==> src/rtl/bin2bcd_seq.sv <==
// ---------------------------------------------------------------------------
// bin2bcd_seq
//   Sequential binary-to-BCD converter (shift-and-add-3, one bit per clock).
//   Feeds the per-digit seven-segment decoders. The published result is held
//   stable between conversions, so intermediate accumulator values are never
//   visible on bcd. Nibble code 4'hF is used for blanked / out-of-range digits.
//
// Parameters
//   BIN_W   width of the binary input (2**BIN_W must be >= 10**DIGITS)
//   DIGITS  number of BCD output digits
//   LZB     1 = blank leading zero digits (digit 0 is never blanked)
//
// Ports
//   clk    in   rising-edge clock
//   rst_n  in   asynchronous active-low reset
//   start  in   conversion request, only honoured while idle
//   bin    in   unsigned value, captured on the accepted start edge
//   busy   out  conversion in progress
//   done   out  one-cycle pulse when bcd/ovf have been updated
//   ovf    out  last captured value exceeded 10**DIGITS-1
//   bcd    out  packed BCD result, digit 0 in bits [3:0]
// ---------------------------------------------------------------------------
module bin2bcd_seq #(
    parameter int BIN_W  = 14,
    parameter int DIGITS = 4,
    parameter int LZB    = 0
) (
    input  logic                  clk,
    input  logic                  rst_n,
    input  logic                  start,
    input  logic [BIN_W-1:0]      bin,
    output logic                  busy,
    output logic                  done,
    output logic                  ovf,
    output logic [4*DIGITS-1:0]   bcd
);

    localparam int ACC_W = 4 * DIGITS;
    localparam int CNT_W = $clog2(BIN_W + 1);
    localparam int unsigned LIMIT_I = 10**DIGITS - 1;
    localparam logic [BIN_W-1:0] LIMIT = BIN_W'(LIMIT_I);
    localparam logic [CNT_W-1:0] LAST_ITER = CNT_W'(BIN_W - 1);

    typedef enum logic [1:0] {
        ST_IDLE  = 2'd0,
        ST_SHIFT = 2'd1,
        ST_LOAD  = 2'd2
    } state_t;

    state_t                 r_state;
    state_t                 w_state_nxt;
    logic [BIN_W-1:0]       r_sh;
    logic [ACC_W-1:0]       r_acc;
    logic [CNT_W-1:0]       r_cnt;
    logic                   r_range;
    logic                   r_busy;
    logic                   r_done;
    logic                   r_ovf;
    logic [ACC_W-1:0]       r_bcd;

    logic [ACC_W-1:0]       w_acc_adj;
    logic [ACC_W+BIN_W-1:0] w_shifted;
    logic [ACC_W-1:0]       w_result;

    // Add 3 to every nibble that is 5 or more; each nibble is independent,
    // a digit never carries into its neighbour.
    function automatic logic [ACC_W-1:0] add3_nibbles(input logic [ACC_W-1:0] acc);
        logic [ACC_W-1:0] res;
        res = acc;
        for (int d = 0; d < DIGITS; d++) begin
            if (acc[4*d +: 4] >= 4'd5) begin
                res[4*d +: 4] = acc[4*d +: 4] + 4'd3;
            end else begin
                res[4*d +: 4] = acc[4*d +: 4];
            end
        end
        return res;
    endfunction

    // Replace zero digits with 4'hF from the top down until the first
    // nonzero digit; digit 0 is excluded so a zero value still shows "0".
    function automatic logic [ACC_W-1:0] blank_leading(input logic [ACC_W-1:0] acc);
        logic [ACC_W-1:0] res;
        logic             leading;
        res     = acc;
        leading = 1'b1;
        for (int d = DIGITS - 1; d >= 1; d--) begin
            if (leading && (acc[4*d +: 4] == 4'd0)) begin
                res[4*d +: 4] = 4'hF;
            end else begin
                leading = 1'b0;
            end
        end
        return res;
    endfunction

    assign w_acc_adj = add3_nibbles(r_acc);
    // Accumulator and shift register move as one wide register; the bit
    // falling off the top is always zero for in-range values.
    assign w_shifted = {w_acc_adj, r_sh} << 1;
    assign w_result  = (LZB != 0) ? blank_leading(r_acc) : r_acc;

    assign busy = r_busy;
    assign done = r_done;
    assign ovf  = r_ovf;
    assign bcd  = r_bcd;

    // State register.
    always_ff @(posedge clk or negedge rst_n) begin
        if (!rst_n) begin
            r_state <= ST_IDLE;
        end else begin
            r_state <= w_state_nxt;
        end
    end

    // Next-state logic: IDLE -> SHIFT on start, BIN_W iterations, then LOAD.
    always_comb begin
        w_state_nxt = r_state;
        case (r_state)
            ST_IDLE: begin
                if (start) begin
                    w_state_nxt = ST_SHIFT;
                end else begin
                    w_state_nxt = ST_IDLE;
                end
            end
            ST_SHIFT: begin
                if (r_cnt == LAST_ITER) begin
                    w_state_nxt = ST_LOAD;
                end else begin
                    w_state_nxt = ST_SHIFT;
                end
            end
            ST_LOAD: begin
                w_state_nxt = ST_IDLE;
            end
            default: begin
                w_state_nxt = ST_IDLE;
            end
        endcase
    end

    // Datapath and registered outputs: capture, iterate, publish.
    always_ff @(posedge clk or negedge rst_n) begin
        if (!rst_n) begin
            r_sh    <= {BIN_W{1'b0}};
            r_acc   <= {ACC_W{1'b0}};
            r_cnt   <= {CNT_W{1'b0}};
            r_range <= 1'b0;
            r_busy  <= 1'b0;
            r_done  <= 1'b0;
            r_ovf   <= 1'b0;
            r_bcd   <= {ACC_W{1'b0}};
        end else begin
            case (r_state)
                ST_IDLE: begin
                    r_done <= 1'b0;
                    if (start) begin
                        r_sh    <= bin;
                        r_acc   <= {ACC_W{1'b0}};
                        r_cnt   <= {CNT_W{1'b0}};
                        r_range <= (bin > LIMIT);
                        r_busy  <= 1'b1;
                    end
                end
                ST_SHIFT: begin
                    r_done           <= 1'b0;
                    {r_acc, r_sh}    <= w_shifted;
                    r_cnt            <= r_cnt + CNT_W'(1);
                end
                ST_LOAD: begin
                    r_busy <= 1'b0;
                    r_done <= 1'b1;
                    if (r_range) begin
                        r_bcd <= {ACC_W{1'b1}};
                        r_ovf <= 1'b1;
                    end else begin
                        r_bcd <= w_result;
                        r_ovf <= 1'b0;
                    end
                end
                default: begin
                    r_busy <= 1'b0;
                    r_done <= 1'b0;
                end
            endcase
        end
    end

endmodule

==> config.mk <==
export PLATFORM = sky130hd
export DESIGN_NAME = bin2bcd_seq
export DESIGN_NICKNAME = d
export VERILOG_FILES = /design/src/rtl/bin2bcd_seq.sv
export SDC_FILE = /design/constraint.sdc
export NUM_CORES = 1
export LEC_CHECK = 0
export BUFFER_PORTS_ARGS = -buffer_cell sky130_fd_sc_hd__buf_2
export CAP_MARGIN = 20
export CORE_MARGIN = 8
export CORE_UTILIZATION = 59
export CTS_CLUSTER_DIAMETER = 40
export DETAILED_ROUTE_END_ITERATION = 8
export GPL_TIMING_DRIVEN = 0
export MAX_ROUTING_LAYER = met4
export PLACE_DENSITY = 0.81
export REMOVE_ABC_BUFFERS = 1
export SLEW_MARGIN = 20
export SYNTH_ARGS = -nofsm -noshare
export SYNTH_HDL_FRONTEND = slang
export SYNTH_SLANG_ARGS = --single-unit
==> constraint.sdc <==
create_clock -name clk -period 2.9 [get_ports clk]
set_input_delay 0.435 -clock clk [delete_from_list [all_inputs] [get_ports clk]]
set_output_delay 0.435 -clock clk [all_outputs]
set_load 0.05 [all_outputs]
==> Word level (Yosys, flattened, before mapping) <==
Index checks and enable logic that the tools add are counted.
{ "word_totals": {"in_bits": 17, "out_inout_bits": 19, "regBits": 56} }
{ "op_classes": {"n_mux": 18, "addsub": 5, "n_reduce_logical": 5, "magnitude_cmp": 5, "bitwise": 1, "n_eq_ne": 4} }
{ "ops": {"columns": ["operator", "n"], "rows": [
  ["$mux W16", 2],
  ["$pmux W16 S2", 1],
  ["$pmux W14 S2", 1],
  ["$ge A4 B3 Y1 const B", 4],
  ["$mux W4", 4],
  ["$gt A14 B14 Y1 const B", 1],
  ["$mux W14", 1],
  ["$add A4 B2 Y4 const B", 3],
  ["$pmux W4 S2", 1],
  ["$reduce_and A2 Y1", 3],
  ["$add A4 B1 Y4 const B", 1],
  ["$eq A4 B4 Y1 const B", 1],
  ["$mux W1", 4],
  ["$pmux W2 S2", 1],
  ["$add A3 B2 Y3 const B", 1],
  ["$mux W3", 1],
  ["$eq A2 B1 Y1 const B", 1],
  ["$eq A2 B2 Y1 const B", 1],
  ["$logic_not A2 Y1", 1],
  ["$mux W2", 1],
  ["$ne A2 B2 Y1 const B", 1],
  ["$pmux W1 S2", 1],
  ["$reduce_bool A2 Y1", 1],
  ["$not A1 Y1", 1]
]} }

==> Depth between registers and ports, before layout <==
{ "logic_depth": {"ltp_word": 3, "depth_mapped": 6, "depth_no_buf": 5} }

==> Least setup slack after synthesis <==
OpenSTA, ideal clock, no wires.
{ "synth_timing": {"path_kind": "input to register", "startpoint": "input bin[7]", "endpoint": "register r_range", "path_slack_ns": 1.553, "arrival_time_ns": 1.221, "setup_ns": 0.126, "n_path_buf": 0, "stages": 3, "t_required_ns": 2.774, "cell_sequence": "or4_1 a211oi_1 o21ai_1"} }
{ "synth_between": {"elab_chain_len": 1} }
{ "synth_lines": {"columns": ["element", "line_no", "source"], "rows": [
  ["start, declared", "31", "input logic [BIN_W-1:0] bin,"],
  ["$gt A14 B14 Y1", "163", "r_range <= (bin > LIMIT);"],
  ["end signal, assigned", "163", null],
  ["end, declared", "55", "logic r_range;"]
]} }
Every way passes these cells.
A chain may end at the register's enable or synchronous reset.

==> Worst setup path in the final report <==
{ "layout_timing": {"startpoint": "register r_state[0]", "endpoint": "register r_acc[10]"} }
{ "layout_between": {"elab_chain_len": 3} }
{ "layout_lines": {"columns": ["element", "line_no", "source"], "rows": [
  ["start, declared", "50", "state_t r_state;"],
  ["start signal, assigned", "113", "r_state <= w_state_nxt;"],
  ["$eq A2 B1 Y1 or $logic_not A2 Y1 (tied branches)", "156", "case (r_state)"],
  ["$reduce_bool A2 Y1 (no source line) or $ne A2 B2 Y1 (tied branches)", null, null],
  ["$reduce_and A2 Y1 (no source line)", null, null],
  ["end signal, assigned", "148", "r_acc <= {ACC_W{1'b0}};"],
  ["end signal, assigned", "161", "r_acc <= {ACC_W{1'b0}};"],
  ["end signal, assigned", "169", "{r_acc, r_sh} <= w_shifted;"],
  ["end, declared", "53", "logic [ACC_W-1:0] r_acc;"]
]} }
Several ways; a longest one is shown, not always the timed one.

==> impl_metrics.json <==
{
  "cts_buffer_depth": 2,
  "crit_fanout": 36,
  "fin_total_pwr_mw": 3.31,
  "viasPerCell": 5.92,
  "cp-end-kind": "flip-flop",
  "netlist_instances": 287,
  "min_period_over_period": 0.674,
  "finalMaxSlewViolations": 0,
  "h-tree-depth": 2,
  "setup_viol": 0,
  "rr_worst_depth": 3,
  "drv_cap": 0,
  "worstSetupStartpointType": "flip-flop",
  "wl_per_cell_um": 15.3,
  "dieArea_um2": 7280,
  "die_x_um": 85.3,
  "dpl.hpwl_um": 3730,
  "layout_min_cycle_time_ns": 1.95,
  "fmax_mhz": 512,
  "stdcell_area_um2": 3050,
  "cp.arrival_ns": 2.19,
  "io_pins": 36,
  "ir_drop_mv": 0.561,
  "whs_ns": 0.150,
  "ys_ff_latch": 56,
  "hold_viol_final": 0,
  "grt_max_degree": 57,
  "diodes": 0,
  "p_leak_nw": 1.47,
  "drive_above_1_share": 0.147,
  "drt_iter0_drc": 146,
  "wl_um": 5610,
  "insertion_delay_ns": 0.32,
  "yosys_warnings": 0,
  "worstSetupPathType": "reg -> reg",
  "fin_nets": 338,
  "num_vias": 2168,
  "relSlewSlack": 0.538,
  "seq_area_frac_synth": 0.494,
  "nFillCells": 386,
  "final.setup.tns_ns": 0,
  "status": "finished clean",
  "cts_buffers": 5,
  "worstPathRequired_ns": 3.13,
  "synth.avg_cell_area_um2": 9.88,
  "grt_pass1_wl_um": 9960,
  "ys.flop_type": "dfrtp_1",
  "grt_pass1_vias": 2230,
  "clock-sinks": 56,
  "final_common_cell": "dfrtp_1",
  "root_buffer": "clkbuf_8",
  "start_util": 0.605,
  "synthArstFlopShare": 1.00,
  "ctsHoldBuffers": 0,
  "power_density_nw_per_um2": 1080,
  "area_growth_pct": 7.54,
  "synth_edf_count": 0,
  "rows": 25,
  "die_h_um": 85.3,
  "grt_setup_unrepaired": "false",
  "coreArea_um2": 4690,
  "final_cell_mix": "56 x dfrtp_1, 34 x buf_2, 29 x nand2_1",
  "dpl-instance-area_um2": 2950,
  "grt_overflow": 0,
  "hp-class": "in -> async",
  "drc": 0,
  "cts_tree": "built",
  "ant_nets": 0,
  "cts_setup_buffers": 0,
  "finClkSkew_ns": 0.00670,
  "drtPass1Iterations": 4,
  "grt_use_total": 0.170,
  "post_cts_resized": 0,
  "tightest_slew_ns": 0.693,
  "clk_pin_slew_ns": 0.09,
  "port_buffers": 35,
  "ys_types": 41,
  "netlist_area_um2": 2840,
  "routabilityCongestion": 0.819,
  "antenna_found_initial": 0
}
[power breakdown]
part	leakage [nW]	switching, mW	total, mW	internal, mW
clock network	0.0445	0.250	0.445	0.195
registers	0.734	0.299	1.36	1.06
logic	0.695	0.936	1.50	0.561
total	1.47	1.49	3.31	1.82
[synthesized netlist by cell type (5+ instances only)]
master | n | area [µm²]
buf_6 | 6 | 67.6
nor2b_1 | 7 | 43.8
nand2_1 | 29 | 109
a21oi_1 | 13 | 65.1
ha_1 | 10 | 125
o21ai_1 | 11 | 55.1
nor2_1 | 16 | 60.1
inv_1 | 19 | 71.3
and2b_1 | 12 | 90.1
dfrtp_1 | 56 | 1400
a22oi_1 | 13 | 97.6
o21ai_0 | 27 | 135
buf_2 | 5 | 25.0
nand2b_1 | 6 | 37.5
o2111ai_1 | 8 | 70.1
[path summary, 6_finish.rpt]
kind | from | endpoint | slack [ns]
max | r_state[0] | r_acc[10] | 0.95
min | rst_n | ovf | 0.15
max reg2reg | r_state[0] | r_acc[10] | 0.95
min reg2reg | bcd[9] | bcd[9] | 0.48
max in group asynchronous | rst_n | r_sh[9] | 2.28
min in group clk | bin[0] | r_sh[0] | 0.36
[state kept, by name, summed over array words and instances (netlist names)]
register	count
r_range	1
r_state	2
busy	1
r_acc	16
done	1
ovf	1
r_cnt	4
bcd	16
r_sh	14
[kinds of logic (layout without fill, tap and decap cells)]
logic type,after synthesis,after routing,synth area share
buffers and inverters,37,62,0.0706
XOR/XNOR,3,3,0.00927
multiplexers,2,2,0.00750
AO/OA/AOI/OAI,100,100,0.233
adder cells (fa/ha/maj),10,10,0.0441
AND/OR/NAND/NOR,79,79,0.142
flip-flops,56,56,0.494
[final cells by class]
| type | instances | area, µm² | area share |
|---|---|---|---|
| Multi-Input combinational cell | 194 | 1240 | 0.406 |
| Inverter | 19 | 71.3 | 0.0234 |
| Clock inverter | 1 | 7.51 | 0.00246 |
| Sequential cell | 56 | 1400 | 0.459 |
| Clock buffer | 7 | 86.3 | 0.0283 |
| Timing Repair Buffer | 35 | 178 | 0.0582 |
| Tap cell | 54 | 67.6 | 0.0221 |
[worst max-delay path, stage by stage (launching register included)]
cell	delay [ns]
dfrtp_1	0.79
and2b_2	0.68
o2111ai_1	0.23
o211ai_1	0.16
[through the flow]
step | setup slack, ns | util | std cells
floorplan | 1.13 | - | 269
global placement | 0.641 | 0.629 | 358
detailed placement | 0.637 | 0.629 | 358
CTS | 0.600 | 0.649 | 366
global route | 0.804 | 0.650 | 366
finish | 0.945 | 0.650 | 366
[per-layer routing]
| layer | GRT usage | wire length (µm) | up-vias |
|---|---|---|---|
| met2 | 0.279 | 2660 | 47 |
| met5 | - | 0 | - |
| met1 | 0.200 | 2570 | 1047 |
| met4 | 0.0541 | 90 | 0 |
| met3 | 0.0454 | 291 | 10 |
| li1 | - | - | 1064 |
No activity file was read; power rests on OpenSTA's default activity.
